===== config.mk =====
export PLATFORM = sky130hd
export DESIGN_NAME = stream_xbar_arbiter
export DESIGN_NICKNAME = d
export VERILOG_FILES = /design/src/rtl/stream_xbar_arbiter.sv
export SDC_FILE = /design/constraint.sdc
export NUM_CORES = 1
export LEC_CHECK = 0
export BUFFER_PORTS_ARGS = -buffer_cell sky130_fd_sc_hd__buf_2
export CAP_MARGIN = 20
export CELL_PAD_IN_SITES_DETAIL_PLACEMENT = 1
export CELL_PAD_IN_SITES_GLOBAL_PLACEMENT = 1
export CORE_ASPECT_RATIO = 0.75
export CORE_MARGIN = 3
export CORE_UTILIZATION = 35
export CTS_BUF_LIST = sky130_fd_sc_hd__clkbuf_8
export DETAILED_ROUTE_END_ITERATION = 16
export MAX_ROUTING_LAYER = met4
export PLACE_DENSITY = 0.83
export SYNTH_ARGS = -nofsm -noshare
export SYNTH_HDL_FRONTEND = slang
export SYNTH_SLANG_ARGS = --single-unit

===== constraint.sdc =====
create_clock -name clk -period 1.7 [get_ports clk]
set_input_delay 0.17 -clock clk [delete_from_list [all_inputs] [get_ports clk]]
set_output_delay 0.17 -clock clk [all_outputs]
set_load 0.01 [all_outputs]

===== src/rtl/stream_xbar_arbiter.sv =====
// Per-master round-robin arbiter for the stream crossbar: grants one slave per master port and
// holds the grant until the packet ends, re-arbitrating in the same cycle so there is no bubble.
module stream_xbar_arbiter #(
   parameter  int S_DATA_COUNT = 2,
   parameter  int M_DATA_COUNT = 3,
   parameter  int LOCK_ON_LAST = 1,
   localparam int T_DEST_WIDTH = (M_DATA_COUNT > 1) ? $clog2(M_DATA_COUNT) : 1,
   localparam int S_ID_WIDTH   = (S_DATA_COUNT > 1) ? $clog2(S_DATA_COUNT) : 1
) (
   input  logic                    clk,
   input  logic                    rst_n,
   input  logic [S_DATA_COUNT-1:0] s_valid_i,
   input  logic [T_DEST_WIDTH-1:0] s_dest_i [S_DATA_COUNT],
   input  logic [S_DATA_COUNT-1:0] s_last_i,
   input  logic [M_DATA_COUNT-1:0] m_ready_i,
   output logic [M_DATA_COUNT-1:0] m_active_o,
   output logic [S_ID_WIDTH-1:0]   m_sel_o [M_DATA_COUNT],
   output logic [S_DATA_COUNT-1:0] s_grant_o,
   output logic [M_DATA_COUNT-1:0] conflict_o,
   output logic [S_DATA_COUNT-1:0] s_dest_err_o
);

   typedef enum logic {StIdle, StLocked} state_e;

   state_e                  r_state    [M_DATA_COUNT];
   logic [S_ID_WIDTH-1:0]   r_owner    [M_DATA_COUNT];
   logic [S_ID_WIDTH-1:0]   r_ptr      [M_DATA_COUNT];
   logic [M_DATA_COUNT-1:0] r_conflict;
   logic [S_DATA_COUNT-1:0] r_dest_err;

   logic [S_DATA_COUNT-1:0] w_owned    [M_DATA_COUNT];
   logic [S_DATA_COUNT-1:0] w_req_raw  [M_DATA_COUNT];
   logic [S_DATA_COUNT-1:0] w_req      [M_DATA_COUNT];
   logic [S_ID_WIDTH-1:0]   w_start    [M_DATA_COUNT];
   logic [S_ID_WIDTH-1:0]   w_pick     [M_DATA_COUNT];
   logic [M_DATA_COUNT-1:0] w_any;
   logic [M_DATA_COUNT-1:0] w_end;
   logic [M_DATA_COUNT-1:0] w_conflict;
   logic [S_DATA_COUNT-1:0] w_dest_err;
   logic [S_DATA_COUNT-1:0] w_grant;

   function automatic logic [S_ID_WIDTH-1:0] wrap_inc(input logic [S_ID_WIDTH-1:0] x);
      return (int'(x) == S_DATA_COUNT - 1) ? '0 : x + 1'b1;
   endfunction

   // Returns {found, index} of the first request scanning upward from start, wrapping.
   function automatic logic [S_ID_WIDTH:0] rr_pick(input logic [S_DATA_COUNT-1:0] req,
                                                   input logic [S_ID_WIDTH-1:0]   start);
      logic [S_ID_WIDTH:0] res;
      int                  idx;
      res = '0;
      for (int off = S_DATA_COUNT - 1; off >= 0; off--) begin
         idx = int'(start) + off;
         if (idx >= S_DATA_COUNT) idx = idx - S_DATA_COUNT;
         if (req[idx]) res = {1'b1, idx[S_ID_WIDTH-1:0]};
      end
      return res;
   endfunction

   always_comb begin
      w_grant = '0;
      for (int j = 0; j < M_DATA_COUNT; j++) begin
         w_owned[j] = '0;
         if (r_state[j] == StLocked) w_owned[j][r_owner[j]] = 1'b1;
         w_grant = w_grant | w_owned[j];
      end
      for (int i = 0; i < S_DATA_COUNT; i++) begin
         w_dest_err[i] = s_valid_i[i] && (int'(s_dest_i[i]) >= M_DATA_COUNT);
      end
      for (int j = 0; j < M_DATA_COUNT; j++) begin
         for (int i = 0; i < S_DATA_COUNT; i++) begin
            w_req_raw[j][i] = s_valid_i[i] && (int'(s_dest_i[i]) == j);
         end
         // A slave already owning a different master must not compete here.
         w_req[j]      = w_req_raw[j] & ~(w_grant & ~w_owned[j]);
         w_conflict[j] = ($countones(w_req_raw[j]) >= 2);
         w_end[j]      = (r_state[j] == StLocked) && s_valid_i[r_owner[j]] && m_ready_i[j] &&
                         ((LOCK_ON_LAST == 0) || s_last_i[r_owner[j]]);
         w_start[j]    = (r_state[j] == StLocked) ? wrap_inc(r_owner[j]) : r_ptr[j];
         {w_any[j], w_pick[j]} = rr_pick(w_req[j], w_start[j]);
      end
   end

   always_ff @(posedge clk) begin
      if (!rst_n) begin
         for (int j = 0; j < M_DATA_COUNT; j++) begin
            r_state[j] <= StIdle;
            r_owner[j] <= '0;
            r_ptr[j]   <= '0;
         end
         r_conflict <= '0;
         r_dest_err <= '0;
      end else begin
         for (int j = 0; j < M_DATA_COUNT; j++) begin
            case (r_state[j])
               StIdle: begin
                  if (w_any[j]) begin
                     r_state[j] <= StLocked;
                     r_owner[j] <= w_pick[j];
                  end
               end
               StLocked: begin
                  if (w_end[j]) begin
                     r_ptr[j] <= w_start[j];
                     if (w_any[j]) r_owner[j] <= w_pick[j];
                     else          r_state[j] <= StIdle;
                  end
               end
               default: r_state[j] <= StIdle;
            endcase
         end
         r_conflict <= w_conflict;
         r_dest_err <= w_dest_err;
      end
   end

   always_comb begin
      for (int j = 0; j < M_DATA_COUNT; j++) begin
         m_active_o[j] = (r_state[j] == StLocked);
         m_sel_o[j]    = (r_state[j] == StLocked) ? r_owner[j] : '0;
      end
   end

   assign s_grant_o    = w_grant;
   assign conflict_o   = r_conflict;
   assign s_dest_err_o = r_dest_err;

endmodule


# After elaboration in Yosys (flattened, before gate mapping)

Memory sizes are Yosys's and may differ from the RTL's.
Cells that the tools add are included.

$add $sub $neg: 15
$lt $le $gt $ge: 23
Eq/ne operators: 4
Mux-type cells: 127
Bitwise operators: 29
Reduce and logical (&&, ||, !) cells: 22

Operators by type and width:

| operator                                                     | count |
|---|---|
| less-than comparator 32 x 3 -> 1 bit (second input constant) | 6 |
| two-way mux 32 bit                                           | 6 |
| two-way mux 1 bit                                            | 109 |
| logical AND 1 bit                                            | 20 |
| two-way mux 2 bit                                            | 9 |
| >= comparator 2 bit (second input constant)                  | 8 |
| bitwise OR 1 bit                                             | 15 |
| bitwise AND 2 bit                                            | 6 |
| inverter 2 bit                                               | 6 |
| subtractor 1 x 2 -> 3 bit (second input constant)            | 3 |
| subtractor 2 x 2 -> 3 bit (second input constant)            | 3 |
| equality test 2 bit (second input constant)                  | 4 |
| adder 1 x 1 -> 2 bit                                         | 3 |
| adder 1 x 1 -> 2 bit (second input constant)                 | 3 |
| >= comparator 1 x 2 -> 1 bit (second input constant)         | 3 |
| less-than comparator 1 x 2 -> 1 bit (second input constant)  | 3 |
| zero test 2 bit                                              | 2 |
| bitwise OR 2 bit                                             | 2 |
| adder 1 bit (second input constant)                          | 3 |
| demux 1 bit (select 1 bit)                                   | 3 |
| >= comparator 1 bit (second input constant)                  | 3 |

Register bits after elaboration: 5
Bits in writable memories: 9
Bits of input ports: 13
Output and inout bits: 13
Logic and storage cells: 225
Memories kept: 3

Memories:

| memory  | depth | bits a word | rd ports | clocked after memory_dff | write ports | line | source |
|---|---|---|---|---|---|---|---|
| r_owner | 3     | 1           | 3        | 0                        | 3           | 26   | `logic [S_ID_WIDTH-1:0] r_owner [M_DATA_COUNT];` |
| r_ptr   | 3     | 1           | 3        | 0                        | 3           | 27   | `logic [S_ID_WIDTH-1:0] r_ptr [M_DATA_COUNT];` |
| r_state | 3     | 1           | 3        | 0                        | 3           | 25   | `state_e r_state [M_DATA_COUNT];` |

# Longest topological paths before layout

Gate-level depths: netlist of run 1.

Depth in word-level cells: 21
Gate-level depth with buffers: 7
Mapped depth without buffers: 7

# Worst setup path after synthesis of run 1

OpenSTA, ideal clock, no wires.

Kind: register to register
Start: memory r_owner[1] (netlist bit)
End: memory r_owner[1] (netlist bit), data pin
Setup time: 0.265 ns
Data arrival time: 1.478 ns
Required time: 1.435 ns
Slack: -0.044 ns
Cell stages (with the launch flop): 7
Buffers on the path: 0
Period minus slack after synthesis: 1.744 ns
Cells stage by stage: edfxtp_1 or2b_1 a21oi_1 o21ai_2 a22o_4 a21oi_2 nor4b_2

RTL lines:

| element     | line |
|---|---|
| from (decl) | 26 |

==> results of run 1 <==
-- per-stage QoR --
stage	setup slack (ns)	instances	TNS, ns	total power, mW	hold slack, ns
after floorplan	-0.008413	118	-0.008413	0.5837	0.2467
after global placement	-0.1397	194	-0.2656	0.7131	0.3814
after detailed placement	-0.2447	194	-0.8240	0.7274	0.3955
after CTS	-0.2551	214	-1.514	1.099	0.1315
after global routing	-0.3178	219	-2.824	1.273	0.1702
final	-0.2798	219	-2.241	1.232	0.1605
-- kinds of logic after synthesis --
kind of cell / after synthesis
compound gates: 32
buf+inv: 14
flops: 14
mux: 2
simple gates: 56
-- power by group --
part	switching (mW)	internal, mW	leakage, nW
Combinational	0.262	0.251	0.617
Sequential	0.0259	0.381	0.133
Clock	0.151	0.161	0.0269
Total	0.439	0.793	0.777
-- layer usage --
layer | part of all wire [%] | global-route usage (%)
met1 | 42 | 41.01
met2 | 48 | 49.92
met3 | 7.4 | 6.911
met4 | 3.2 | 10.10
met5 | 0 | -
-- critical path: cells and delay by family (launching register included) --
kind | cells | cell delay (ns)
AOI/OAI and AO/OA | 5 | 0.85
buffers and inverters | 1 | 0.14
DFF | 1 | 0.46
and+or+nand+nor | 1 | 0.25
-- synth_stat cells, drive strengths merged (2+ instances only) --
cell type / count / area share, %
a211oi: 4 / 3.6
o21ai: 10 / 5.5
a22o: 2 / 2.7
buf: 4 / 2.8
mux2i: 2 / 2.0
or2: 2 / 1.3
edfxtp: 8 / 25
a21o: 2 / 1.5
nand2: 18 / 6.9
nor3: 4 / 2.6
a21oi: 7 / 4.3
a21boi: 2 / 1.5
inv: 9 / 3.4
nand2b: 3 / 1.9
dfxtp: 6 / 12
nor2: 11 / 4.2
nand3: 7 / 3.6
nor2b: 2 / 2.0
-- layout make-up --
type	instances	area, µm²	share of cell area (%)
tap	34	42.54	2.572
sequential	14	361.6	21.86
clock buffer	3	41.29	2.496
inverter	9	33.78	2.042
clock inverter	1	3.754	0.2269
multi-input combinational	90	688.2	41.60
timing repair buffer	68	483.0	29.20
-- sequential cells by signal, indices dropped and copies added, names as in the netlist --
| register | flops |
|---|---|
| r_state | 3 |
| r_owner | 3 |
| r_ptr | 3 |
| conflict_o | 3 |
| s_dest_err_o | 2 |
-- how the worst max path moves through the flow --
stage	slack, ns	from	end	depth (start not counted)
5_1_grt	-0.32	r_owner[1]	r_state[1]	7
2_1_floorplan	-0.008	r_owner[1]	r_owner[1]	6
3_3_place_gp	-0.14	r_state[0]	r_owner[1]	6
6_report	-0.28	r_state[1]	r_owner[0]	7
4_1_cts	-0.26	r_owner[0]	r_owner[1]	6
3_5_place_dp	-0.24	r_owner[1]	r_owner[1]	7
-- what timing repair did --
| item | CTS | global route |
|---|---|---|
| pin swaps | 15 | 12 |
| setup endpoints to repair | 8 | 15 |
| hold buffers | 0 | 0 |
| resized for setup | 15 | 25 |
| buffers inserted | 16 | 7 |
==> reports/qor.csv, run 1 <==
stage,metric,value,unit
setup_path,R2R setup slack,-0.28,ns
floorplan,core area,2477,µm²
clock_network,H-tree Lvls,1,
placement,Placed Area,1292,µm²
setup_path,FF-to-FF End,r_owner[0],
clock_network,TritonCTS clock tree,done,
power,PD cells,744.9,nW/µm²
detailed_routing,DRC violations left,0,
synth,Synth Warn #,0,
synth,number of synthesized flops with an enable pin,8,
outcome,failing checks,negative setup slack,
clock_network,# clock sinks,14,
worst_hold_path,hold path startpoint,s_dest_i[3],
setup_path,CP Launch Type,flip-flop,
setup_path,critical path required time,1.70,ns
worst_hold_path,WHS Path Cells,2,
sta,worst slew pin tran,0.4332,ns
clock_network,worst skew pair latency,0.26,ns
synth,"Cell Area, Synth",979.7,µm²
global_routing,largest net degree at the start of global routing,18,
sta,Final WS setup,-0.2798,ns
cells_and_area,fin nets,199,
setup_path,crit path DAT,1.98,ns
cells_and_area,n_diodes,0,
placement,PortBufs,25,
synth,Compound-Gate Fraction of Synth Area,24.01,%
global_routing,vias in the first global route,1370,
cells_and_area,final cell utilization of the core,66.77,%
floorplan,Starting Density,39.55,%
setup_path,cells along the critical path,"buf_6, or2b_1, a21oi_2, o21ai_2, a22o_4, a21oi_4, a211oi_1",
placement,post-detail-place hpwl,2693,µm
sta,Max-slew headroom,71.06,%
clock_network,CTS Buf Count,3,
global_routing,initial antenna violation count,0,
cells_and_area,fin area,1654,µm²
sta,Pins Over Slew Limit,0,
synth,"FFs w/ async S/R, synth",0,%
synth,Gate Count Post-Synth,118,
synth,synthesized area per cell,8.302,µm²
cells_and_area,most frequent cells in the layout,"37 x buf_4, 23 x buf_2, 18 x nand2_1",
sta,Tcrit/Tclk final,116.5,%
detailed_routing,total wire length,5048,µm
setup_path,crit-path max cell delay,0.46,ns
synth,post-synthesis sequential area ratio,36.78,%
floorplan,Die Wd,67.09,µm
sta,RSZ-0062 raised after global routing,true,
sta,final setup fails,10,
sta,Final Hold Vio Count,0,
global_routing,grt ovf,0,
clock_network,clock transition at the registers of the reported paths,0.07,ns
floorplan,full die area,3477,µm²
setup_path,crit path max fanout,5,
setup_path,Reg2Reg Launch Point,r_state[1],
synth,largest family of logic cells by synthesized area,simple AND/OR/NAND/NOR gates,
cells_and_area,area added between synthesis and finish,68.84,%
synth,Yosys reg bits,14,
detailed_routing,initial drt markers,102,
setup_path,FF-to-FF path depth,7,
synth,count of cell types in the netlist,41,
synth,post-synthesis simple-gate area fraction,30.52,%
floorplan,Boundary Pins,26,
sta,Fmax,505.1,MHz
cells_and_area,Filler Cell Count,311,
outcome,outcome,"complete, but fails checks",
run,Max-Cap Viols,0,
setup_path,"Slowest-stage cell, CP",edfxtp_1,
clock_network,Root Buffer,clkbuf_8,
clock_network,worst-case clock buffer depth,2,
setup_path,Crit Path Category,reg -> reg,
synth,XOR/XNOR share of the synthesized area,0,%
power,Max VDD drop,0.4027,mV
global_routing,Tot GR Track Use,31.83,%
detailed_routing,Via Count,1299,
cells_and_area,share of cells above drive strength 1,54.05,%
synth,syn nets,131,
synth,mux contribution to synthesized area,2.043,%
synth,adder-cell share of the synthesized area,0,%
detailed_routing,1st-pass router iterations,4,
worst_hold_path,Min-Delay Endpoint,conflict_o[1],
worst_hold_path,worst min-delay path category,in -> reg,
floorplan,# rows,15,
detailed_routing,wire length per cell,23.05,µm
global_routing,global-route wire length before repair,7624,µm
power,Leak Pwr,0.7767,nW
cells_and_area,"most common cell after layout, fill and taps aside",buf_4,
detailed_routing,vias per inst,5.932,
floorplan,chip height,51.82,µm
sta,Setup Skew,0.008587,ns
synth,ys flop type,edfxtp_1,
setup_path,crit path capture type,flip-flop,
placement,RD Place Congestion,0.9305,
detailed_routing,Antenna Nets Post-Route,0,
sta,"Min Clock Period, post-route",1.980,ns
(Power assumes the default switching activity.)
==> run 2: changes to the inputs <==
- ABC_AREA: default -> 1
- PLACE_DENSITY: 0.83 -> 0.84
==> run 2 against run 1 <==
  * The run now ends clean
  * Highest routed layer unchanged
  * Fmax up 21%
  * Clock skew is 0.0040 ns lower
  * Utilization down 16 points
  * Cell area decreased by 15%
  * Critical endpoint is now r_state[0]
  * Non-clock buffer count decreased by 32
  * Count of clock-buffer cells in the layout did not move
  * Sequential power down 2%
  * Flip-flop and latch count is the same
  * Total power is 20% lower
  * Largest power group is now registers
  * Largest cell class unchanged
  * Via count is 12% lower
==> reports/qor.csv, run 2 <==
stage,metric,value,unit,change
placement,placed cell count,214,,+10%
synth,syn nets,167,,+27%
synth,count of cell types in the netlist,24,,-41%
detailed_routing,wire length per cell,15.16,µm,-34%
global_routing,largest net degree at the start of global routing,9,,-9
cells_and_area,most frequent cells in the layout,"30 x nand2_1, 25 x buf_2, 22 x inv_1",,
setup_path,crit-path max cell delay,0.46,ns,about the same
synth,"area leader, netlist",edfxtp_1,,
clock_network,# clock sinks,14,,unchanged
power,clock power share,30.4,%,+5.1 points
clock_network,worst-case clock buffer depth,2,,unchanged
detailed_routing,Top Layer Used,met4,,
clock_network,TritonCTS clock tree,done,,
floorplan,Starting Density,39.16,%,-0.38 points
run,Max-Cap Viols,0,,unchanged
synth,Gate Count Post-Synth,154,,+31%
sta,Fmax,610.4,MHz,+21%
detailed_routing,Via Count,1139,,-12%
setup_path,crit path max fanout,4,,-1
floorplan,chip height,54.33,µm,+4.8%
sta,Pins Over Slew Limit,0,,unchanged
power,Int Pwr,649.3,µW,-18%
cells_and_area,"most common cell after layout, fill and taps aside",nand2_1,,
setup_path,critical path required time,1.68,ns,-0.02 ns
detailed_routing,1st-pass router iterations,4,,unchanged
power,sw frac,34.06,%,-1.6 points
floorplan,Boundary Pins,26,,unchanged
clock_network,worst skew pair latency,0.25,ns,about the same
power,Tot Pwr,984.7,µW,-20%
cells_and_area,Sequential Area,361.6,µm²,unchanged
synth,synthesized area per cell,7.077,µm²,-15%
cells_and_area,final std cells w/o fill,226,,+3.2%
placement,post-detail-place hpwl,2616,µm,-2.9%
sta,"Min Clock Period, post-route",1.638,ns,-0.3415 ns
detailed_routing,initial drt markers,15,,-85%
synth,Yosys reg bits,14,,unchanged
setup_path,crit path capture type,flip-flop,,
setup_path,"Buf+Inv Stages, Crit Path",1,,unchanged
sta,Tcrit/Tclk final,96.37,%,-20 points
power,net switching power figure,335.4,µW,-24%
global_routing,initial antenna violation count,0,,unchanged
setup_path,FF-to-FF End,r_state[0],,
global_routing,vias in the first global route,1155,,-16%
clock_network,CTS Buf Count,3,,unchanged
sta,worst slew pin tran,0.4056,ns,-0.02758 ns
setup_path,crit path DAT,1.61,ns,-0.37 ns
cells_and_area,area of the multi-input gates,645.6,µm²,-6.2%
detailed_routing,Routed met2 length,1638,µm,-32%
cells_and_area,share of cells above drive strength 1,43.68,%,-10 points
synth,post-synthesis sequential area ratio,33.07,%,-3.7 points
detailed_routing,DRC violations left,0,,unchanged
floorplan,# rows,16,,+1
sta,Max-slew headroom,72.75,%,+1.7 points
setup_path,CP Launch Type,flip-flop,,
sta,final setup fails,0,,-10
setup_path,cells along the critical path,"buf_4, o21ai_0, nand2_1, nor2_4, nand3_2, nand3_1",,
floorplan,Die Wd,70.43,µm,+5.0%
detailed_routing,wl on met1,1602,µm,-24%
placement,RD Place Congestion,0.9144,,-1.7%
setup_path,FF-to-FF path depth,6,,-1
synth,Synth Warn #,0,,unchanged
synth,Synth area leaders,"edfxtp_1 22%, nand2_1 11%, dfxtp_1 11%",,
synth,ys flop type,edfxtp_1,,
placement,PortBufs,25,,unchanged
global_routing,Tot GR Track Use,19.21,%,-13 points
synth,synth cell count leaders,"33 x nand2_1, 23 x inv_1, 19 x nor2_1, 14 x nand2_2, 9 x o21ai_0",,
power,logic gate share of total power,29.2,%,-12 points
placement,Worst Setup Slack post-DPL,-0.007643,ns,+0.2371 ns
clock_network,Root Buffer,clkbuf_8,,
synth,"Cell Area, Synth",1090,µm²,+11%
synth,"FFs w/ async S/R, synth",0,%,unchanged
worst_hold_path,worst min-delay path category,in -> reg,,
setup_path,"Slowest-stage cell, CP",edfxtp_1,,
detailed_routing,Antenna Nets Post-Route,0,,unchanged
sta,Final Hold Vio Count,0,,unchanged
worst_hold_path,hold path startpoint,s_dest_i[1],,
synth,Synth top area share,22.04,%,-2.5 points
power,sequential share of power,40.4,%,+7.4 points
outcome,outcome,completed,,
cells_and_area,Filler Cell Count,380,,+22%
cells_and_area,area added between synthesis and finish,29.05,%,
sta,RSZ-0062 raised after global routing,true,,
sta,Final WS setup,0.06169,ns,+0.3415 ns
floorplan,full die area,3826,µm²,+10%
global_routing,grt ovf,0,,unchanged
setup_path,Reg2Reg Launch Point,r_owner[0],,
clock_network,H-tree Lvls,1,,unchanged
floorplan,core area,2783,µm²,+12%
synth,number of synthesized flops with an enable pin,8,,unchanged
power,Max VDD drop,0.3409,mV,-15%
cells_and_area,fin nets,204,,+2.5%
worst_hold_path,Min-Delay Endpoint,s_dest_err_o[1],,
detailed_routing,total wire length,3427,µm,-32%
cells_and_area,n_diodes,0,,unchanged
power,Leak Pwr,0.7668,nW,-1.3%
worst_hold_path,WHS Path Cells,3,,+1
global_routing,global-route wire length before repair,5437,µm,-29%
setup_path,"CP delay by family, top",simple AND/OR/NAND/NOR gates,,
synth,most common cell in the netlist,nand2_1,,
setup_path,Crit Path Category,reg -> reg,,
sta,Setup Skew,0.004622,ns,-0.003965 ns
clock_network,clock transition at the registers of the reported paths,0.07,ns,about the same
setup_path,R2R setup slack,0.06,ns,+0.34 ns
detailed_routing,vias per inst,5.040,,-15%
detailed_routing,met3 wire length,152,µm,-59%
power,PD cells,700.2,nW/µm²,-6.0%
## run 2: layout make-up
type                       instances  share of cell area, %
sequential                        14                  25.71
timing repair buffer              36                  15.04
tap                               36                  3.203
multi-input combinational        110                  45.91
inverter                          26                  6.939
clock buffer                       3                  2.936
clock inverter                     1                 0.2669
## run 2: worst max-delay path by stage
stage               startpoint    endpoint  slack, ns  depth (start not counted)
floorplan           r_state[1]  r_state[0]       0.18                          8
global placement    r_state[1]  r_state[0]       0.02                          8
detailed placement  r_state[1]  r_state[0]     -0.008                          8
CTS                 r_owner[0]  r_state[0]       0.03                          8
global route        r_owner[0]  r_state[0]      -0.06                          8
finish              r_owner[0]  r_state[0]       0.06                          6
## run 2: metrics by stage
step	hold WS (ns)	util (%)	instance area (µm²)	setup TNS (ns)
after floorplan	0.2959	-	1090	0
after global placement	0.4484	45.01	1252	0
after detailed placement	0.4722	45.01	1252	-0.01245
after CTS	0.2079	47.44	1320	0
after global routing	0.2298	50.54	1406	-0.2659
final	0.2055	50.54	1406	0
## run 2: power by group through the flow
stage                     registers (mW)  clock network, mW  logic [mW]
after floorplan                    0.402                  0       0.166
after global placement             0.404                  0       0.233
after detailed placement           0.405                  0       0.242
after CTS                          0.395              0.295       0.259
after global routing               0.400              0.313       0.318
final                              0.397              0.300       0.288
## run 2: kinds of logic (layout without fill, tap and decap cells)
| family | Yosys count | in the layout | synth area share (%) |
|---|---|---|---|
| DFF | 14 | 14 | 33.07 |
| and+or+nand+nor | 93 | 93 | 45.93 |
| AOI/OAI and AO/OA | 17 | 17 | 9.300 |
| buffers and inverters | 30 | 66 | 11.71 |
## run 2: what timing repair did
action | in CTS | in global routing
hold buffers | 0 | 0
gates resized for setup | 0 | 15
setup endpoints to repair | 2 | 10
cloned | 0 | 0
pin swaps | 0 | 8
endpoints found under the hold margin | 0 | 0
setup buffers | 3 | 5
## run 2: worst register-to-register path, delay by kind of cell (launching register included)
| family | cells | cell delay (ns) |
|---|---|---|
| AO/OA/AOI/OAI | 1 | 0.20 |
| buffers and inverters | 1 | 0.19 |
| flip-flops | 1 | 0.46 |
| AND/OR/NAND/NOR | 4 | 0.51 |
## run 2: routing by layer
layer	vias to the layer above	GRT usage, %
met5	-	-
met4	0	5.096
met3	4	4.771
met2	25	33.23
met1	541	22.78
li1	569	-
